<file path="config.mk">
export PLATFORM = sky130hd
export DESIGN_NAME = host_uart_rsp_stream_enc
export DESIGN_NICKNAME = d
export VERILOG_FILES = /design/src/rtl/host_uart_rsp_stream_enc.sv
export SDC_FILE = /design/constraint.sdc
export NUM_CORES = 1
export LEC_CHECK = 0
export ABC_AREA = 1
export BUFFER_PORTS_ARGS = -buffer_cell sky130_fd_sc_hd__clkbuf_2
export CAP_MARGIN = 20
export CORE_ASPECT_RATIO = 1.5
export CORE_MARGIN = 3
export CORE_UTILIZATION = 50
export CTS_BUF_LIST = sky130_fd_sc_hd__clkbuf_4
export CTS_CLUSTER_DIAMETER = 60
export DETAILED_ROUTE_END_ITERATION = 12
export GPL_TIMING_DRIVEN = 0
export PLACE_DENSITY = 0.74
export SLEW_MARGIN = 10
export SYNTH_ARGS = -nofsm -noshare
export SYNTH_HDL_FRONTEND = slang
export SYNTH_SLANG_ARGS = --single-unit
</file>
<file path="constraint.sdc">
create_clock -name clk -period 17.55 [get_ports clk]
set_input_delay 2.6325 -clock clk [delete_from_list [all_inputs] [get_ports clk]]
set_output_delay 2.6325 -clock clk [all_outputs]
set_load 0.05 [all_outputs]
</file>
<file path="src/rtl/host_uart_rsp_stream_enc.sv">
// Host-side UART response encoder.
// Latches one response request and streams the framed response byte by byte:
//   [ID][6 x 00][payload, byte 0 first][status][optional XOR checksum]
// Output handshake: a byte moves on any cycle with tx_valid & tx_ready. While
// tx_valid is high and tx_ready is low, tx_data is held unchanged; tx_valid
// never drops until its byte has been accepted.
module host_uart_rsp_stream_enc #(
   parameter int         MAX_PAYLOAD_BYTES = 33,
   parameter bit         CHECKSUM_EN       = 1'b0,
   parameter logic [7:0] ENCRYPT_RSP_ID    = 8'h02,
   parameter logic [7:0] READ_YAW_RSP_ID   = 8'h04,
   parameter logic [7:0] RAW_RSP_ID        = 8'h06
) (
   input  logic                           clk,
   input  logic                           reset,
   input  logic                           start,
   input  logic [15:0]                    cmd_select,
   input  logic                           suc_or_fail_status,
   input  logic [8*MAX_PAYLOAD_BYTES-1:0] input_data,
   input  logic [7:0]                     payload_len,
   output logic [7:0]                     tx_data,
   output logic                           tx_valid,
   input  logic                           tx_ready,
   output logic                           busy,
   output logic                           done,
   output logic                           error,
   output logic [2:0]                     fsm_state
);

   localparam int IW = (MAX_PAYLOAD_BYTES > 1) ? $clog2(MAX_PAYLOAD_BYTES) : 1;

   typedef enum logic [2:0] {
      S_IDLE    = 3'd0,
      S_HDR     = 3'd1,
      S_PAYLOAD = 3'd2,
      S_STATUS  = 3'd3,
      S_CSUM    = 3'd4
   } state_t;

   state_t state_q, state_n;

   // cnt_q is the header byte index in S_HDR and the payload byte index in S_PAYLOAD
   logic [7:0]                              cnt_q, cnt_n;
   logic [7:0]                              len_q, len_n;
   logic [MAX_PAYLOAD_BYTES-1:0][7:0]       data_q, data_n;
   logic [7:0]                              status_q, status_n;
   logic [7:0]                              csum_q, csum_n;
   logic [7:0]                              tx_data_n;
   logic                                    tx_valid_n;
   logic                                    busy_n;
   logic                                    done_n;
   logic                                    error_n;

   logic                                    req_ok;
   logic [7:0]                              req_id;
   logic [7:0]                              req_len;
   logic                                    hs;
   logic [IW-1:0]                           next_idx;

   assign hs        = tx_valid & tx_ready;
   assign next_idx  = IW'(cnt_q + 8'd1);
   assign fsm_state = state_q;

   // Decode the incoming request: response ID, payload length and whether it is legal
   always_comb begin
      req_ok  = 1'b1;
      req_id  = 8'h00;
      req_len = 8'd0;
      case (cmd_select)
         16'h0001: begin
            req_id  = ENCRYPT_RSP_ID;
            req_len = 8'd0;
         end
         16'h0002: begin
            req_id  = READ_YAW_RSP_ID;
            req_len = 8'd4;
         end
         16'h0003: begin
            req_id  = RAW_RSP_ID;
            req_len = payload_len;
            if (int'(payload_len) > MAX_PAYLOAD_BYTES) req_ok = 1'b0;
         end
         default: req_ok = 1'b0;
      endcase
   end

   // Next-state and next-output logic; every byte change happens only on a handshake
   always_comb begin
      state_n    = state_q;
      cnt_n      = cnt_q;
      len_n      = len_q;
      data_n     = data_q;
      status_n   = status_q;
      csum_n     = csum_q;
      tx_data_n  = tx_data;
      tx_valid_n = tx_valid;
      busy_n     = busy;
      done_n     = 1'b0;
      error_n    = 1'b0;

      case (state_q)
         S_IDLE: begin
            if (start) begin
               if (req_ok) begin
                  state_n    = S_HDR;
                  cnt_n      = 8'd0;
                  len_n      = req_len;
                  data_n     = input_data;
                  status_n   = suc_or_fail_status ? 8'h00 : 8'h01;
                  csum_n     = 8'h00;
                  tx_data_n  = req_id;
                  tx_valid_n = 1'b1;
                  busy_n     = 1'b1;
               end else begin
                  error_n = 1'b1;
               end
            end
         end

         S_HDR: begin
            if (hs) begin
               csum_n = csum_q ^ tx_data;
               if (cnt_q == 8'd6) begin
                  cnt_n = 8'd0;
                  if (len_q == 8'd0) begin
                     state_n   = S_STATUS;
                     tx_data_n = status_q;
                  end else begin
                     state_n   = S_PAYLOAD;
                     tx_data_n = data_q[0];
                  end
               end else begin
                  cnt_n     = cnt_q + 8'd1;
                  tx_data_n = 8'h00;
               end
            end
         end

         S_PAYLOAD: begin
            if (hs) begin
               csum_n = csum_q ^ tx_data;
               if (cnt_q == len_q - 8'd1) begin
                  state_n   = S_STATUS;
                  cnt_n     = 8'd0;
                  tx_data_n = status_q;
               end else begin
                  cnt_n     = cnt_q + 8'd1;
                  tx_data_n = data_q[next_idx];
               end
            end
         end

         S_STATUS: begin
            if (hs) begin
               csum_n = csum_q ^ tx_data;
               if (CHECKSUM_EN) begin
                  state_n   = S_CSUM;
                  tx_data_n = csum_q ^ tx_data;
               end else begin
                  state_n    = S_IDLE;
                  tx_data_n  = 8'h00;
                  tx_valid_n = 1'b0;
                  busy_n     = 1'b0;
                  done_n     = 1'b1;
               end
            end
         end

         S_CSUM: begin
            if (hs) begin
               state_n    = S_IDLE;
               csum_n     = 8'h00;
               tx_data_n  = 8'h00;
               tx_valid_n = 1'b0;
               busy_n     = 1'b0;
               done_n     = 1'b1;
            end
         end

         default: begin
            state_n    = S_IDLE;
            tx_data_n  = 8'h00;
            tx_valid_n = 1'b0;
            busy_n     = 1'b0;
         end
      endcase
   end

   // State and output registers; reset aborts any frame immediately
   always_ff @(posedge clk or posedge reset) begin
      if (reset) begin
         state_q  <= S_IDLE;
         cnt_q    <= 8'd0;
         len_q    <= 8'd0;
         data_q   <= '0;
         status_q <= 8'h00;
         csum_q   <= 8'h00;
         tx_data  <= 8'h00;
         tx_valid <= 1'b0;
         busy     <= 1'b0;
         done     <= 1'b0;
         error    <= 1'b0;
      end else begin
         state_q  <= state_n;
         cnt_q    <= cnt_n;
         len_q    <= len_n;
         data_q   <= data_n;
         status_q <= status_n;
         csum_q   <= csum_n;
         tx_data  <= tx_data_n;
         tx_valid <= tx_valid_n;
         busy     <= busy_n;
         done     <= done_n;
         error    <= error_n;
      end
   end

endmodule

</file>
# == Yosys cells after proc, flatten, opt, wreduce, memory -nomap -nowiden ==
# Cells that the tools add are included.
# classes
addsub,2
order_cmp,2
n_eq_ne,16
muxes,41
n_bitwise,2
n_reduce_logical,11
# op_table
op,count
$mux W8,15
$bmux W8 S6,1
$eq A16 B2 Y1 const B,2
$pmux W8 S4,1
$pmux W8 S3,1
$mux W3,7
$eq A16 B1 Y1 const B,1
$pmux W8 S2,1
$ne A2 B2 Y1 const B,6
$pmux W3 S4,1
$mux W1,11
$reduce_and A5 Y1,2
$pmux W3 S3,1
$add A8 B1 Y8 const B,1
$eq A8 B3 Y1 const B,1
$eq A8 B8 Y1,1
$gt A8 B6 Y1 const B,1
$logic_not A8 Y1,1
$sub A8 B1 Y8 const B,1
$lt A6 B7 Y1 const B,1
$reduce_and A7 Y1,1
$eq A3 B2 Y1 const B,2
$reduce_or A2 Y1,3
$reduce_and A4 Y1,1
other kinds (10),10
# totals
reg_bits,302
input_bits,293
output_inout_bits,15
wordCells,115

# == Depth between registers and ports, before layout ==
# Gate-level depths: netlist of run 1.
# logic_depth
ltp_word,6
mapped_depth,18
mapped_depth_nobuf,16

# == Worst setup path after synthesis of run 1 ==
# Ideal clock, no wire load.
# synth_timing
kind,input to register
start,input cmd_select[15]
end,register len_q[5]
setup_time_ns,0.126
arrival_time_ns,3.760
required_time_ns,17.424
setup_slack_ns,13.664
cell_stages,10
path_buffers,2
cell_sequence,nor2_1 nand2_1 nor2_1 nand4_1 nand2_1 nand3_2 inv_2 buf_6 buf_2 o21ai_0
# synth_between
elab_chain_cells,4
elab_cells_between_ends,7
classes_between,eq/ne: 3; mux: 2; reduce/logical: 2
# synth_rtl
item,line_no,source
from (decl),17,"input logic [15:0] cmd_select,"
$eq A16 B2 Y1 or $eq A16 B1 Y1 (tied branches),69,case (cmd_select)
$reduce_or A2 Y1 (no line),-,
$pmux W1 S2,69,
$reduce_and A3 Y1 (no line),-,
to (signal assigned),206,len_q <= len_n;
to (decl),44,"logic [7:0] len_q, len_n;"
# Parallel ways exist; a longest one is shown, timed or not.
# A chain may end at the register's enable or synchronous reset.

==> metrics, run 1 <==
placement-stage worst setup slack=12.96 ns; pin count of the biggest net entering global routing=122; wire length on met3=5210 um; period utilisation layout=23.6%; worst setup path endpoint=tx_valid; Syn Area/Cell=7.37 um^2; worst setup path start=busy; ys async rst share=100%; portion of total power attributed to sequential cells=32.7%; detail-routed net length per standard cell=19.1 um; end of the worst register-to-register path=tx_data[3]; Vert. Die Dim=215 um; net count after synthesis=2,281; Slew Viols, Final=0; detailed-routed wire length on met2=25,100 um; netlist area before placement=14,600 um^2; peak fanout along the critical path=4; number of instances resized during post-cts repair=0; clock insertion delay at the later pin of the skew report=0.71 ns; final critical delay including setup and external delays=4.14 ns; Psw=944 uW; final worst slack=13.41 ns; total die area=31,300 um^2; pwr dens=123 nW/um^2; area overhead of the layout relative to synthesis=20.1%; Crit Reg-Reg Startpoint=cnt_q[0]; antenna-violating nets left=0; Root Driver=clkbuf_4; post-layout net count=2,663; Clk pwr share=25.8%; primary flip-flop cell chosen by synthesis mapping=dfrtp_1; worst vdd rail ir drop=0.0884 mV; placed cell count=2,678; starting density of the core=50.8%; TritonCTS clock tree=built; highest cell delay on the worst timing path=0.41 ns; reg-to-reg slack, setup=13.75 ns; fraction of synthesized cell area taken by the top area cell type=50.4%; worst-case clock skew=0.0445 ns; hold_buf cts=0; vias in the first global route=14,847; Sw Ratio=44.0%; headroom to the max-slew limit=32.2%; library cell with the highest instance count after synthesis=nand2_1; worst-path cell with the longest stage delay=dfrtp_1; top cells by count, synth=nand2_1 (983), dfrtp_1 (294), nand3_1 (216); CTS H-tree depth=3; number of hold-slack violations in the final timing report=0; fraction of final layout cells with drive strength greater than 1=21.4%; First-pass DRT Iterations=6; core utilization of the finished layout=61.0%; detailed router's first-iteration violation count=1,773; kind of path behind the tightest hold check=reg2reg; total setup violations reported at the end of the flow=0; final global-route overflow total=0; number of synthesized flops with an enable pin=0; list of cells traversed by the critical path=buf_4, clkbuf_2; vias per cell=5.45; total wire length after detailed routing=53,500 um; number of distinct library cell variants in the gate-level netlist after synthesis=33; total power draw=2150 uW; arrival time of data at the critical path endpoint=1.51 ns; Std-Cell Rows=76; worst setup path category=reg2out; met1 wire length=19,000 um; uppermost layer routed=met4; sequential share of the synthesized area=50.4%; pin slew with the least headroom to its limit=1.02 ns; gpl congestion=0.975; antenna violations before repair=2; global router's overall resource usage=33.6%; CP endpoint kind=output port; wire length of the first global-routing pass=80,900 um; number of cells on the worst reg-to-reg path=17; final cell count without fillers=2,796; IO buf count=306; Die Wd=145 um; Cells after Synth=1,980; cell internal pwr=1200 uW; startpoint type of the worst setup path=flip-flop; dominant cell type by area after synthesis=dfrtp_1; via count=15,227; maximum buffer depth of the clock tree=3; Fmax=242 MHz; run status=completed; standard cell core area=28,700 um^2; endpoint required time on the critical path=14.92 ns; RSZ-0062 raised after global routing=false; DP HPWL=39,700 um; clock slew seen by the registers of the worst setup and hold paths=0.07 ns; Yosys warning total=0; Sinks on Clock Net=294; main area contributors after synthesis=dfrtp_1 (50%), nand2_1 (25%), nand3_1 (7.4%); number of ports placed on the die boundary=308; static power due to leakage=0.00984 uW; post-CTS setup repair buffer count=0; number of max-capacitance violations reported=0; Sum Neg Setup Slack=0 ns; detailed-route DRC error count=0; total clock buffers created by CTS=72; Gate power share=41.5%; flip-flop and latch count after synthesis=294
==> power by group through the flow <==
stage	combinational [uW]	sequential, uW	clock [uW]
floorplan	469	749	0
global placement	837	715	0
detailed placement	849	715	0
CTS	853	702	560
global route	924	704	600
finish	891	703	554
==> cell type report <==
class | instances | area (um^2)
fill | 2785 | 11200
sequential | 294 | 7360
multi-input combinational | 1465 | 6270
timing repair buffer | 308 | 1590
clock buffer | 101 | 758
buffer | 118 | 579
tap | 390 | 488
inverter | 103 | 394
clock inverter | 15 | 86.3
antenna | 2 | 5.00
==> cells in the final DEF (no fill, tap or decap), types with 2 or more instances in the layout <==
cell	n
buf_2	58
nand4_1	12
clkbuf_1	41
nor2_1	37
inv_2	7
diode_2	2
inv_1	97
nor2_2	5
buf_4	14
clkinv_2	3
buf_16	2
clkinv_1	9
xor2_1	6
nor2_4	4
o21ai_0	109
o211ai_1	11
nand2_1	983
a21oi_1	42
xnor2_1	3
nand3_1	216
ha_1	8
nand2_2	4
clkbuf_4	101
o21ai_1	12
dfrtp_1	294
nor3_1	4
clkbuf_2	309
==> cells by family after synthesis <==
group                    synth area share (%)
other                                  0.0257
AND/OR/NAND/NOR                          35.4
AO/OA/AOI/OAI                            6.31
flip-flops                               50.4
adder cells (fa/ha/maj)                 0.686
XOR/XNOR                                0.540
buffers and inverters                    6.62
==> per-layer routing <==
metal / global-route usage, % / vias to the layer above
li1: - / 7024
met1: 40.6 / 7012
met2: 54.6 / 961
met3: 6.24 / 230
met4: 23.1 / 0
met5: 0 / -
==> state kept, by name, indices dropped and copies added (netlist names) <==
| name | cells |
|---|---|
| data_q | 264 |
| error | 1 |
| busy | 1 |
| done | 1 |
| tx_data | 8 |
| cnt_q | 8 |
| len_q | 8 |
| status_q | 1 |
| fsm_state | 2 |
==> through the flow <==
stage | cell area, um^2 | hold slack (ns)
detailed placement | 16700 | 0.465
finish | 17500 | 0.479
global route | 17500 | 0.491
CTS | 17500 | 0.482
global placement | 16600 | 0.463
floorplan | 14600 | 0.444
==> how the worst min path moves through the flow <==
stage | from | to | slack [ns] | depth (start not counted)
global placement | data_q[61] | data_q[61] | 0.46 | 2
global route | data_q[145] | data_q[145] | 0.49 | 2
finish | tx_data[1] | tx_data[1] | 0.48 | 2
floorplan | data_q[246] | data_q[246] | 0.44 | 2
CTS | data_q[145] | data_q[145] | 0.48 | 2
detailed placement | data_q[145] | data_q[145] | 0.47 | 2
==> critical path: cells and delay by family (launching register included) <==
family / cells / cell delay (ns)
flops: 1 / 0.41
buf+inv: 2 / 0.39
No activity file was read; power rests on OpenSTA's default activity.
==> run 2: changes to the inputs <==
clock period = 4 ns   (was 17.55 ns; I/O delays follow)
==> run 2 against run 1 <==
Wire length up 0.21%. Clock power grew to 4.3 times the previous value. Sequential power rose to 4.4 times the previous value. Largest power group unchanged. Cell count grew 0.21%. Total power grew to 4.4 times the previous value. Core utilization up 0.30 points. Highest routed layer unchanged. Hold slack lost 0.41 ns. Combinational power grew to 4.4 times the previous value.
==> metrics, run 2 (synthesis gave the netlist of run 1 again) <==
portion of total power attributed to sequential cells=33.0%; total wire length after detailed routing=53,600 um; global router's overall resource usage=33.9%; Std-Cell Rows=76; hold_buf cts=1; standard cell core area=28,700 um^2; Vert. Die Dim=215 um; finished layout cell area=17,600 um^2; worst setup path category=reg2reg; hold slack final=0.0645 ns; detailed-route DRC error count=0; Gate power share=41.6%; clock slew seen by the registers of the worst setup and hold paths=0.07 ns; RSZ-0062 raised after global routing=false; Sw Ratio=44.1%; area overhead of the layout relative to synthesis=20.7%; global routing usage on met2=56.2%; commonest cells after routing, fill and taps aside=nand2_1 (983), clkbuf_2 (309), dfrtp_1 (294); met3 GRT Util=6.45%; total clock buffers created by CTS=73; vias in the first global route=15,226; Die Wd=145 um; final global-route overflow total=0; global-route track usage on met1=39.9%; number of hold-slack violations in the final timing report=0; TritonCTS clock tree=built; clock insertion delay at the later pin of the skew report=0.72 ns; Slew Viols, Final=0; Largest register FFs=264; number of max-capacitance violations reported=0; via count=15,242; post-CTS setup repair buffer count=0; antenna-violating nets left=0; Sinks on Clock Net=294; vias per cell=5.44; period utilisation layout=89.5%; fraction of final layout cells with drive strength greater than 1=21.5%; arrival time of data at the critical path endpoint=4.19 ns; Clk pwr share=25.4%; total power draw=9340 uW; startpoint type of the worst setup path=flip-flop; run status=completed; starting density of the core=50.8%; most common cell after layout, fill and taps aside=nand2_1; endpoint required time on the critical path=4.62 ns; total setup violations reported at the end of the flow=0; area of the multi-input gates=6270 um^2; Psw=4120 uW; placed inst area=16,800 um^2; pwr dens=530 nW/um^2; wire length of the first global-routing pass=81,800 um; cell internal pwr=5220 uW; final worst slack=0.421 ns; peak fanout along the critical path=10; detail-routed net length per standard cell=19.1 um; placement-stage worst setup slack=0.636 ns; post-layout net count=2,671; kind of path behind the tightest hold check=in2reg; maximum buffer depth of the clock tree=3; most flop-heavy register=data_q; layer with the highest usage=met2; fill cell total of the finished layout=2,779; antenna violations before repair=2; IO buf count=306; headroom to the max-slew limit=37.1%; DP HPWL=40,500 um; static power due to leakage=0.00988 uW; number of instances resized during post-cts repair=0; detailed router's first-iteration violation count=1,648; Root Driver=clkbuf_4; First-pass DRT Iterations=5; total die area=31,300 um^2; pin slew with the least headroom to its limit=0.944 ns; final critical delay including setup and external delays=3.58 ns; worst vdd rail ir drop=0.419 mV; gpl congestion=0.968; pin count of the biggest net entering global routing=40; number of ports placed on the die boundary=308; CTS H-tree depth=3; Register Area=7360 um^2; Fmax=279 MHz; worst-case clock skew=0.0338 ns; CP endpoint kind=flip-flop
## run 2: changes by cell type in the layout (fill, tap and decap cells not counted)
cell and delta:
dlygate4sd3_1 +1, bufinv_16 -1, buf_12 +7, clkinvlp_4 +1, inv_8 -1, buf_16 -1
clkinv_1 +1, clkinv_2 -1
## run 2: worst max-delay path: stages (launching register included)
cell	delay (ns)
dfrtp_1	0.47
buf_4	0.22
inv_2	0.10
buf_2	0.35
ha_1	0.30
buf_2	0.20
inv_2	0.10
buf_2	0.21
buf_2	0.41
nand3_1	0.15
nand3_1	0.15
nand3_1	0.24
nand2_1	0.18
nand2_1	0.06
nand2_1	0.13
o21ai_1	0.09
nand2_1	0.06
nand2_1	0.04
## run 2: area by class of cell
type | instances | area share (%)
diodes | 2 | 0.0284
flip-flops and latches | 294 | 41.8
clock inverters | 14 | 0.313
clock buffers | 101 | 4.31
multi-input cells | 1465 | 35.6
inverters | 103 | 2.22
plain buffers | 118 | 3.29
repair buffers | 315 | 9.70
well taps | 390 | 2.77
## run 2: worst paths after layout
kind,start,end,slack [ns],depth (start not counted)
min in group asynchronous,reset,data_q[209],0.55,3
max,cnt_q[0],tx_data[5],0.42,17
max in group asynchronous,reset,data_q[53],2.01,7
min reg2reg,tx_data[6],tx_data[6],0.48,2
min,input_data[95],data_q[95],0.06,3
max reg2reg,cnt_q[0],tx_data[5],0.42,17
## run 2: per-stage QoR
step | util [%] | std cells | setup TNS [ns]
after floorplan | - | 1980 | -147.92
after detailed placement | 58.4 | 2684 | 0
after global routing | 61.3 | 2802 | 0
after global placement | 57.9 | 2676 | -626.06
final | 61.3 | 2802 | 0
after CTS | 61.3 | 2800 | 0
## run 2: power by group through the flow
stage          logic, uW  clock network, uW  registers, uW
5_1_grt             4110               2540           3090
6_report            3890               2370           3080
4_1_cts             3730               2390           3080
3_3_place_gp        3650                  0           3140
2_1_floorplan       2060                  0           3290
3_5_place_dp        3710                  0           3140
## run 2: per-layer routing
layer  part of all wire [%]  wire length (um)
met5                      0                 0
met3                    9.2              4910
met2                     48             25600
met1                     35             19000
met4                    7.8              4170
==> run 3: changes to the inputs <==
PLACE_DENSITY = 0.75   (was 0.74)
==> run 3 against run 2 <==
Largest cell class unchanged. Critical path type unchanged. First-iteration DRC count decreased by 8.3%. Clock power increased by 3%. Core utilization increased by 0.065 points. Critical endpoint is now tx_data[3].
==> metrics, run 3 (synthesis gave the netlist of run 1 again) <==
pin slew with the least headroom to its limit=0.965 ns; final critical delay including setup and external delays=3.68 ns; detail-routed net length per standard cell=19.4 um; clock insertion delay at the later pin of the skew report=0.77 ns; worst-case clock skew=0.0503 ns; TritonCTS clock tree=built; headroom to the max-slew limit=35.7%; detailed router's first-iteration violation count=1,512; fraction of final layout cells with drive strength greater than 1=21.4%; arrival time of data at the critical path endpoint=4.30 ns; hold_buf cts=1; gpl congestion=0.971; total die area=31,300 um^2; startpoint type of the worst setup path=flip-flop; finished layout cell area=17,600 um^2; worst setup path category=reg2reg; clock slew seen by the registers of the worst setup and hold paths=0.07 ns; Root Driver=clkbuf_4; wire length of the first global-routing pass=82,400 um; detailed-route DRC error count=0; post-CTS setup repair buffer count=0; pin count of the biggest net entering global routing=40; total wire length after detailed routing=54,500 um; post-layout net count=2,673; total clock buffers created by CTS=75; Vert. Die Dim=215 um; Std-Cell Rows=76; Sum Neg Setup Slack=0 ns; antenna-violating nets left=0; RSZ-0062 raised after global routing=false; antenna violations before repair=2; area overhead of the layout relative to synthesis=20.8%; global router's overall resource usage=34.3%; total setup violations reported at the end of the flow=0; Slew Viols, Final=0; placed inst area=16,800 um^2; kind of path behind the tightest hold check=in2reg; core utilization of the finished layout=61.4%; Die Wd=145 um; total power draw=9420 uW; CTS H-tree depth=3; vias per cell=5.47; vias in the first global route=15,492; Fmax=272 MHz; number of ports placed on the die boundary=308; CP endpoint kind=flip-flop; First-pass DRT Iterations=6; number of max-capacitance violations reported=0; DP HPWL=40,900 um; period utilisation layout=92.0%; IO buf count=306; number of hold-slack violations in the final timing report=0; Sinks on Clock Net=294; run status=completed; starting density of the core=50.8%; final global-route overflow total=0; number of instances resized during post-cts repair=0; Largest register FFs=264; static power due to leakage=0.00988 uW; placement-stage worst setup slack=0.656 ns; via count=15,370; standard cell core area=28,700 um^2; final worst slack=0.321 ns; endpoint required time on the critical path=4.62 ns; most common cell after layout, fill and taps aside=nand2_1; worst vdd rail ir drop=0.405 mV; most flop-heavy register=data_q; pwr dens=534 nW/um^2; commonest cells after routing, fill and taps aside=nand2_1 (983), clkbuf_2 (309), dfrtp_1 (294); maximum buffer depth of the clock tree=3; peak fanout along the critical path=10
run 3: cell types whose count changed in the layout (fill, tap and decap cells not counted):
| cell | previous run | this run |
|---|---|---|
| clkinv_1 | 10 | 16 |
| clkbuf_4 | 101 | 102 |
| buf_16 | 1 | 0 |
| inv_2 | 7 | 6 |
| buf_12 | 7 | 8 |
run 3: through the flow:
step,hold slack (ns),std cells
3_3_place_gp,0.462,2676
5_1_grt,0.0170,2808
3_5_place_dp,0.466,2684
2_1_floorplan,0.444,1980
4_1_cts,0.0257,2806
6_report,0.0339,2808
run 3: final cells by class:
class	count	area, um^2
flip-flops and latches	294	7360
inverters	103	390
well taps	390	488
multi-input cells	1465	6270
clock inverters	19	73.8
plain buffers	118	579
diodes	2	5.00
fillers	2732	11100
clock buffers	102	766
repair buffers	315	1700
run 3: metal layers:
metal	up-vias	global-route usage, %	share of wire (%)
met4	0	26.1	8.6
met1	7129	38.8	35
met5	-	0	0
met2	934	56.5	47
li1	7056	-	-
met3	251	7.30	9.2
run 3: power breakdown:
group	leakage, uW	switching, uW	internal (uW)
registers	0.00378	50.7	3030
logic	0.00560	2860	1040
clock network	0.000506	1260	1170
run 3: worst max-delay path: stages, from the launching register on:
cell	delay [ns]
dfrtp_1	0.44
buf_4	0.20
inv_2	0.10
buf_2	0.35
ha_1	0.30
buf_2	0.20
inv_2	0.10
buf_2	0.23
buf_2	0.42
nand3_1	0.17
nand3_1	0.16
nand3_1	0.29
nand2_1	0.19
nand2_1	0.06
nand2_1	0.13
o21ai_1	0.08
nand2_1	0.07
nand2_1	0.05
run 3: path summary, 6_finish.rpt:
| check | from | end | slack [ns] | cells past startpoint |
|---|---|---|---|---|
| max | cnt_q[0] | tx_data[3] | 0.32 | 17 |
| min | input_data[80] | data_q[80] | 0.03 | 3 |
| min in group asynchronous | reset | data_q[228] | 0.53 | 3 |
| min reg2reg | data_q[53] | data_q[53] | 0.48 | 2 |
| max in group asynchronous | reset | data_q[39] | 2.35 | 6 |
| max reg2reg | cnt_q[0] | tx_data[3] | 0.32 | 17 |
